--- src/rtl/alu_decode_stage.sv ---
// MIPS decode stage: turns a 32-bit instruction into ALU function code and
// writeback controls, behind a two-entry skid buffer with valid/ready on both sides.
module alu_decode_stage #(
    parameter logic [4:0] LINK_REG = 5'd31
) (
    input  logic        clk,
    input  logic        rst_n,
    input  logic [31:0] Instr_in,
    input  logic        Valid_in,
    output logic        Ready_out,
    input  logic        Flush_in,
    output logic        Valid_out,
    input  logic        Ready_in,
    output logic [5:0]  Func_out,
    output logic        UseImm_out,
    output logic [31:0] Imm_out,
    output logic        RegWrite_out,
    output logic [4:0]  DestReg_out,
    output logic        MemRead_out,
    output logic        MemWrite_out,
    output logic        Illegal_out
);

    typedef struct packed {
        logic [5:0]  func;
        logic        use_imm;
        logic [31:0] imm;
        logic        reg_write;
        logic [4:0]  dest;
        logic        mem_read;
        logic        mem_write;
        logic        illegal;
    } dec_t;

    typedef enum logic [1:0] {EMPTY, ONE, FULL} state_t;

    function automatic dec_t decode(input logic [31:0] ins);
        dec_t        d;
        logic [5:0]  op;
        logic [5:0]  fn;
        logic [4:0]  rt;
        logic [4:0]  rd;
        logic [31:0] sext;
        logic [31:0] zext;
        op   = ins[31:26];
        fn   = ins[5:0];
        rt   = ins[20:16];
        rd   = ins[15:11];
        sext = {{16{ins[15]}}, ins[15:0]};
        zext = {16'h0, ins[15:0]};
        d    = '0;
        if (ins != 32'h0) begin
            unique case (op)
                6'h00: begin
                    d.reg_write = 1'b1;
                    d.dest      = rd;
                    unique case (fn)
                        6'h20, 6'h21: d.func = 6'b100000;
                        6'h22, 6'h23: d.func = 6'b100010;
                        6'h24, 6'h25, 6'h26, 6'h27: d.func = {4'b1001, fn[1:0]};
                        6'h2A, 6'h2B: d.func = fn;
                        6'h09:        d.func = 6'b111011;
                        6'h08: begin
                            d.func      = 6'b111011;
                            d.reg_write = 1'b0;
                            d.dest      = 5'd0;
                        end
                        default: begin
                            d.reg_write = 1'b0;
                            d.dest      = 5'd0;
                            d.illegal   = 1'b1;
                        end
                    endcase
                end
                6'h08, 6'h09, 6'h0A, 6'h0B, 6'h0C, 6'h0D, 6'h0E, 6'h0F, 6'h23: begin
                    d.use_imm   = 1'b1;
                    d.reg_write = 1'b1;
                    d.dest      = rt;
                    d.imm       = sext;
                    unique case (op)
                        6'h0A:   d.func = 6'b101010;
                        6'h0B:   d.func = 6'b101011;
                        6'h0C:   begin d.func = 6'b100100; d.imm = zext; end
                        6'h0D:   begin d.func = 6'b100101; d.imm = zext; end
                        6'h0E:   begin d.func = 6'b100110; d.imm = zext; end
                        6'h0F:   begin d.func = 6'b000000; d.imm = {ins[15:0], 16'h0}; end
                        6'h23:   begin d.func = 6'b100000; d.mem_read = 1'b1; end
                        default: d.func = 6'b100000;
                    endcase
                end
                6'h2B: begin
                    d.func      = 6'b100000;
                    d.use_imm   = 1'b1;
                    d.imm       = sext;
                    d.mem_write = 1'b1;
                end
                6'h01: begin
                    if (rt[4:1] == 4'd0) begin
                        d.func = {5'b11100, rt[0]};
                        d.imm  = sext;
                    end else begin
                        d.illegal = 1'b1;
                    end
                end
                6'h04, 6'h05, 6'h06, 6'h07: begin
                    d.func = {4'b1111, op[1:0]};
                    d.imm  = sext;
                end
                6'h02: d.func = 6'b111010;
                6'h03: begin
                    d.func      = 6'b111010;
                    d.reg_write = 1'b1;
                    d.dest      = LINK_REG;
                end
                default: d.illegal = 1'b1;
            endcase
        end
        return d;
    endfunction

    state_t state_q, state_d;
    dec_t   out_q, skid_q, in_dec;
    logic   accept, drain;
    logic   load_out, load_skid, move_skid;

    assign in_dec    = decode(Instr_in);
    assign Ready_out = (state_q != FULL);
    assign Valid_out = (state_q != EMPTY);
    assign accept    = Valid_in && Ready_out && !Flush_in;
    assign drain     = Valid_out && Ready_in;

    always_comb begin
        state_d   = state_q;
        load_out  = 1'b0;
        load_skid = 1'b0;
        move_skid = 1'b0;
        if (Flush_in) begin
            state_d = EMPTY;
        end else begin
            unique case (state_q)
                EMPTY: if (accept) begin
                    state_d  = ONE;
                    load_out = 1'b1;
                end
                ONE: begin
                    if (accept && drain) begin
                        load_out = 1'b1;
                    end else if (accept) begin
                        state_d   = FULL;
                        load_skid = 1'b1;
                    end else if (drain) begin
                        state_d = EMPTY;
                    end
                end
                FULL: if (drain) begin
                    state_d   = ONE;
                    move_skid = 1'b1;
                end
                default: state_d = EMPTY;
            endcase
        end
    end

    // Data registers are not cleared by flush; Valid_out alone hides stale contents.
    always_ff @(posedge clk or negedge rst_n) begin
        if (!rst_n) begin
            state_q <= EMPTY;
            out_q   <= '0;
            skid_q  <= '0;
        end else begin
            state_q <= state_d;
            if (load_out)  out_q  <= in_dec;
            if (move_skid) out_q  <= skid_q;
            if (load_skid) skid_q <= in_dec;
        end
    end

    assign Func_out     = out_q.func;
    assign UseImm_out   = out_q.use_imm;
    assign Imm_out      = out_q.imm;
    assign RegWrite_out = out_q.reg_write;
    assign DestReg_out  = out_q.dest;
    assign MemRead_out  = out_q.mem_read;
    assign MemWrite_out = out_q.mem_write;
    assign Illegal_out  = out_q.illegal;

endmodule

--- config.mk ---
export PLATFORM = sky130hd
export DESIGN_NAME = alu_decode_stage
export DESIGN_NICKNAME = d
export VERILOG_FILES = /design/src/rtl/alu_decode_stage.sv
export SDC_FILE = /design/constraint.sdc
export NUM_CORES = 1
export LEC_CHECK = 0
export CAP_MARGIN = 20
export CELL_PAD_IN_SITES_DETAIL_PLACEMENT = 0
export CELL_PAD_IN_SITES_GLOBAL_PLACEMENT = 1
export CORE_MARGIN = 2
export CORE_UTILIZATION = 40
export CTS_CLUSTER_SIZE = 20
export DETAILED_ROUTE_END_ITERATION = 7
export PLACE_DENSITY = 0.77
export RECOVER_POWER = 100
export SLEW_MARGIN = 0
export SYNTH_ARGS = -nofsm -noshare
export SYNTH_HDL_FRONTEND = slang
export SYNTH_SLANG_ARGS = --single-unit
--- constraint.sdc ---
create_clock -name clk -period 2.1 [get_ports clk]
set_input_delay 0.21 -clock clk [delete_from_list [all_inputs] [get_ports clk]]
set_output_delay 0.21 -clock clk [all_outputs]
set_load 0.1 [all_outputs]
==> results.cfg <==
[global_routing]
gr-usage-all-layers = 0.236
grt_pass1_vias = 4258
grt_util_met3 = 0.0468
antenna_found_initial = 0
busiest_layer = met2
met1_usage = 0.348
grt_pass1_wl_um = 23400
grt-ovfl-total = 0
grt_max_degree = 48
use_met2 = 0.355

[die]
die_height_um = 112
core_um2 = 11400
num_rows = 39
io_pins = 87
start_util = 0.408
dieWidth_um = 112
die_area_um2 = 12500

[yosys]
yosys_warnings = 0
synth_flop_cell = dfrtp_1
ys_ff_latch = 98
synth_area_leader_cell = dfrtp_1
syn-cell-area_um2 = 4660
avgSynthCellArea_um2 = 9.71
synth_edf_count = 0
synthDistinctLibCells = 59
synth_nets = 517
synth-seq-area-share = 0.526
yosysMostFrequentCell = dfrtp_1
async_flop_share = 1.00
synth_common_cells = 98 x dfrtp_1, 71 x nand2_1, 43 x o21ai_0
netlist_instances = 480
synthTopCellsByArea = dfrtp_1 53%, nand2_1 5.7%, o21ai_0 4.6%, a22oi_1 4.2%, a22o_1 3.8%
synth.top_cell.area_share = 0.526

[clock_tree]
clk_pin_slew_ps = 70
cts.htree.levels = 3
clkSinkCount = 98
numCtsBuffers = 9
insertion_delay_ps = 340
root_buffer = clkbuf_16
tritoncts = built
cts_resized = 0
max-clock-path-buffers = 2

[cells_and_area]
diodes = 0
fillers = 1094
nets = 638
drive_gt1_frac = 0.175
syn_to_final_growth_pct = 28.6
fin_util = 0.525

[setup_path]
startpoint_type = input port
crit_path_end_kind = register
cp.arrival_ps = 2230
critPathKind = input port to register
crit_path_max_fanout = 13
critical_path.startpoint = Instr_in[3]
reg2reg_from = state_q[0]
cp_data_required_time_ps = 2330

[timing]
timing.final.crit_share = 0.956
setup_viol = 0
fin_worst_skew_ps = 8.08
min_period_ps = 2010
hold_viol_final = 0
fmax_ghz = 0.498
worstMarginPinSlew_ps = 1230
rsz0062_at_grt = false
slew-limit-headroom = 0.183
maxSlewViolCount = 0

[power]
power.total_uw = 5240
p_leak_uw = 0.00270
power_density_nw_per_um2 = 874
ir_worst_vdd_mv = 0.462

[drt]
drc_errors = 0
post_drt_wl_per_cell_um = 19.2
num_vias = 4324
postRouteAntennaNets = 0
routed_via_density = 5.78
initialDrtViolationCount = 434
wirelength_um = 14400
first_pass_iters = 5

[placed_design]
io_buffers = 86
place_hpwl_um = 10100
finalWeightedCongestion = 0.891

[status]
status = finished clean

[hold_path]
hold_path.class = register to register
hp-start = skid_q[2]

[job]
max_cap_viol_count = 0
## routing by layer
metal	part of all wire	up-vias	routed length, um
met2	0.45	162	6520
met5	0	-	0
met3	0.066	19	948
met1	0.46	2128	6650
met4	0.019	0	271
li1	-	2015	-
## sequential cells by signal, indices dropped and copies added, names as in the netlist
register / count
skid_q: 48
Imm_out: 32
Func_out: 6
DestReg_out: 5
state_q: 2
Illegal_out: 1
MemRead_out: 1
MemWrite_out: 1
RegWrite_out: 1
UseImm_out: 1
## worst paths after layout
kind / depth (start not counted) / slack, ps / end
min in group asynchronous: 2 / 650 / state_q[0]
setup / recovery: 7 / 90 / Illegal_out
hold reg to reg: 2 / 480 / skid_q[2]
setup reg to reg: 6 / 230 / Imm_out[25]
max in group asynchronous: 3 / 420 / skid_q[19]
hold / removal: 2 / 480 / skid_q[2]
## worst max-delay path, cell delays in order
cell and delay, ps:
clkdlybuf4s50_1 480, buf_4 230, nor4_1 530, nand4_1 210, nor2_1 140, a21oi_1 100
a221o_1 320
## power by group
part | leakage, uW | internal, uW | switching, uW
Combinational | 0.00128 | 371 | 1050
Clock | 0.000126 | 800 | 710
Sequential | 0.00130 | 2150 | 160
Total | 0.00270 | 3320 | 1920
## layout by cell type, fill, tap and decap left out, drive strengths merged, types with 3 or more instances in the layout
master / instances
nand2: 71
a31oi: 3
dfrtp: 98
a221o: 6
a222oi: 15
nor4: 6
and2: 4
buf: 55
nor2: 40
o22ai: 5
clkinv: 3
nand2b: 3
clkdlybuf4s50: 35
nor2b: 4
a21oi: 29
nor3: 5
a22o: 20
o21ai: 43
o31ai: 6
nand3: 6
clkbuf: 69
or3: 4
a22oi: 26
or2: 6
inv: 9
## repair_timing
item / CTS / global route
endpoints found under the hold margin: 43 / 0
setup endpoints to repair: 0 / 0
setup buffers: 0 / 0
hold buffers: 1 / 0
## cell families after synthesis
kind of cell           Yosys count  share of synthesized area
buffers and inverters           48                     0.0456
XOR/XNOR                         3                    0.00564
flip-flops                      98                      0.526
multiplexers                     2                    0.00456
AO/OA/AOI/OAI                  168                      0.252
AND/OR/NAND/NOR                161                      0.166
## stage by stage
stage	instances	cell area, um^2	hold slack (ps)	setup WS (ps)	TNS (ps)
6_report	748	6000	480	91.8	0
2_1_floorplan	480	4670	-85.6	152	0
4_1_cts	748	6200	441	156	0
3_5_place_dp	732	5930	270	-205	-2980
5_1_grt	748	6000	510	41.0	0
3_3_place_gp	732	5930	261	-161	-1940
## layout make-up
type	count	area, um^2	area share
clock buffer	11	233	0.0388
clock inverter	4	30.0	0.00501
inverter	9	33.8	0.00563
multi-input combinational	334	2010	0.336
sequential	98	2450	0.409
tap	143	179	0.0298
timing repair buffer	149	1060	0.176
(Power assumes the default switching activity.)
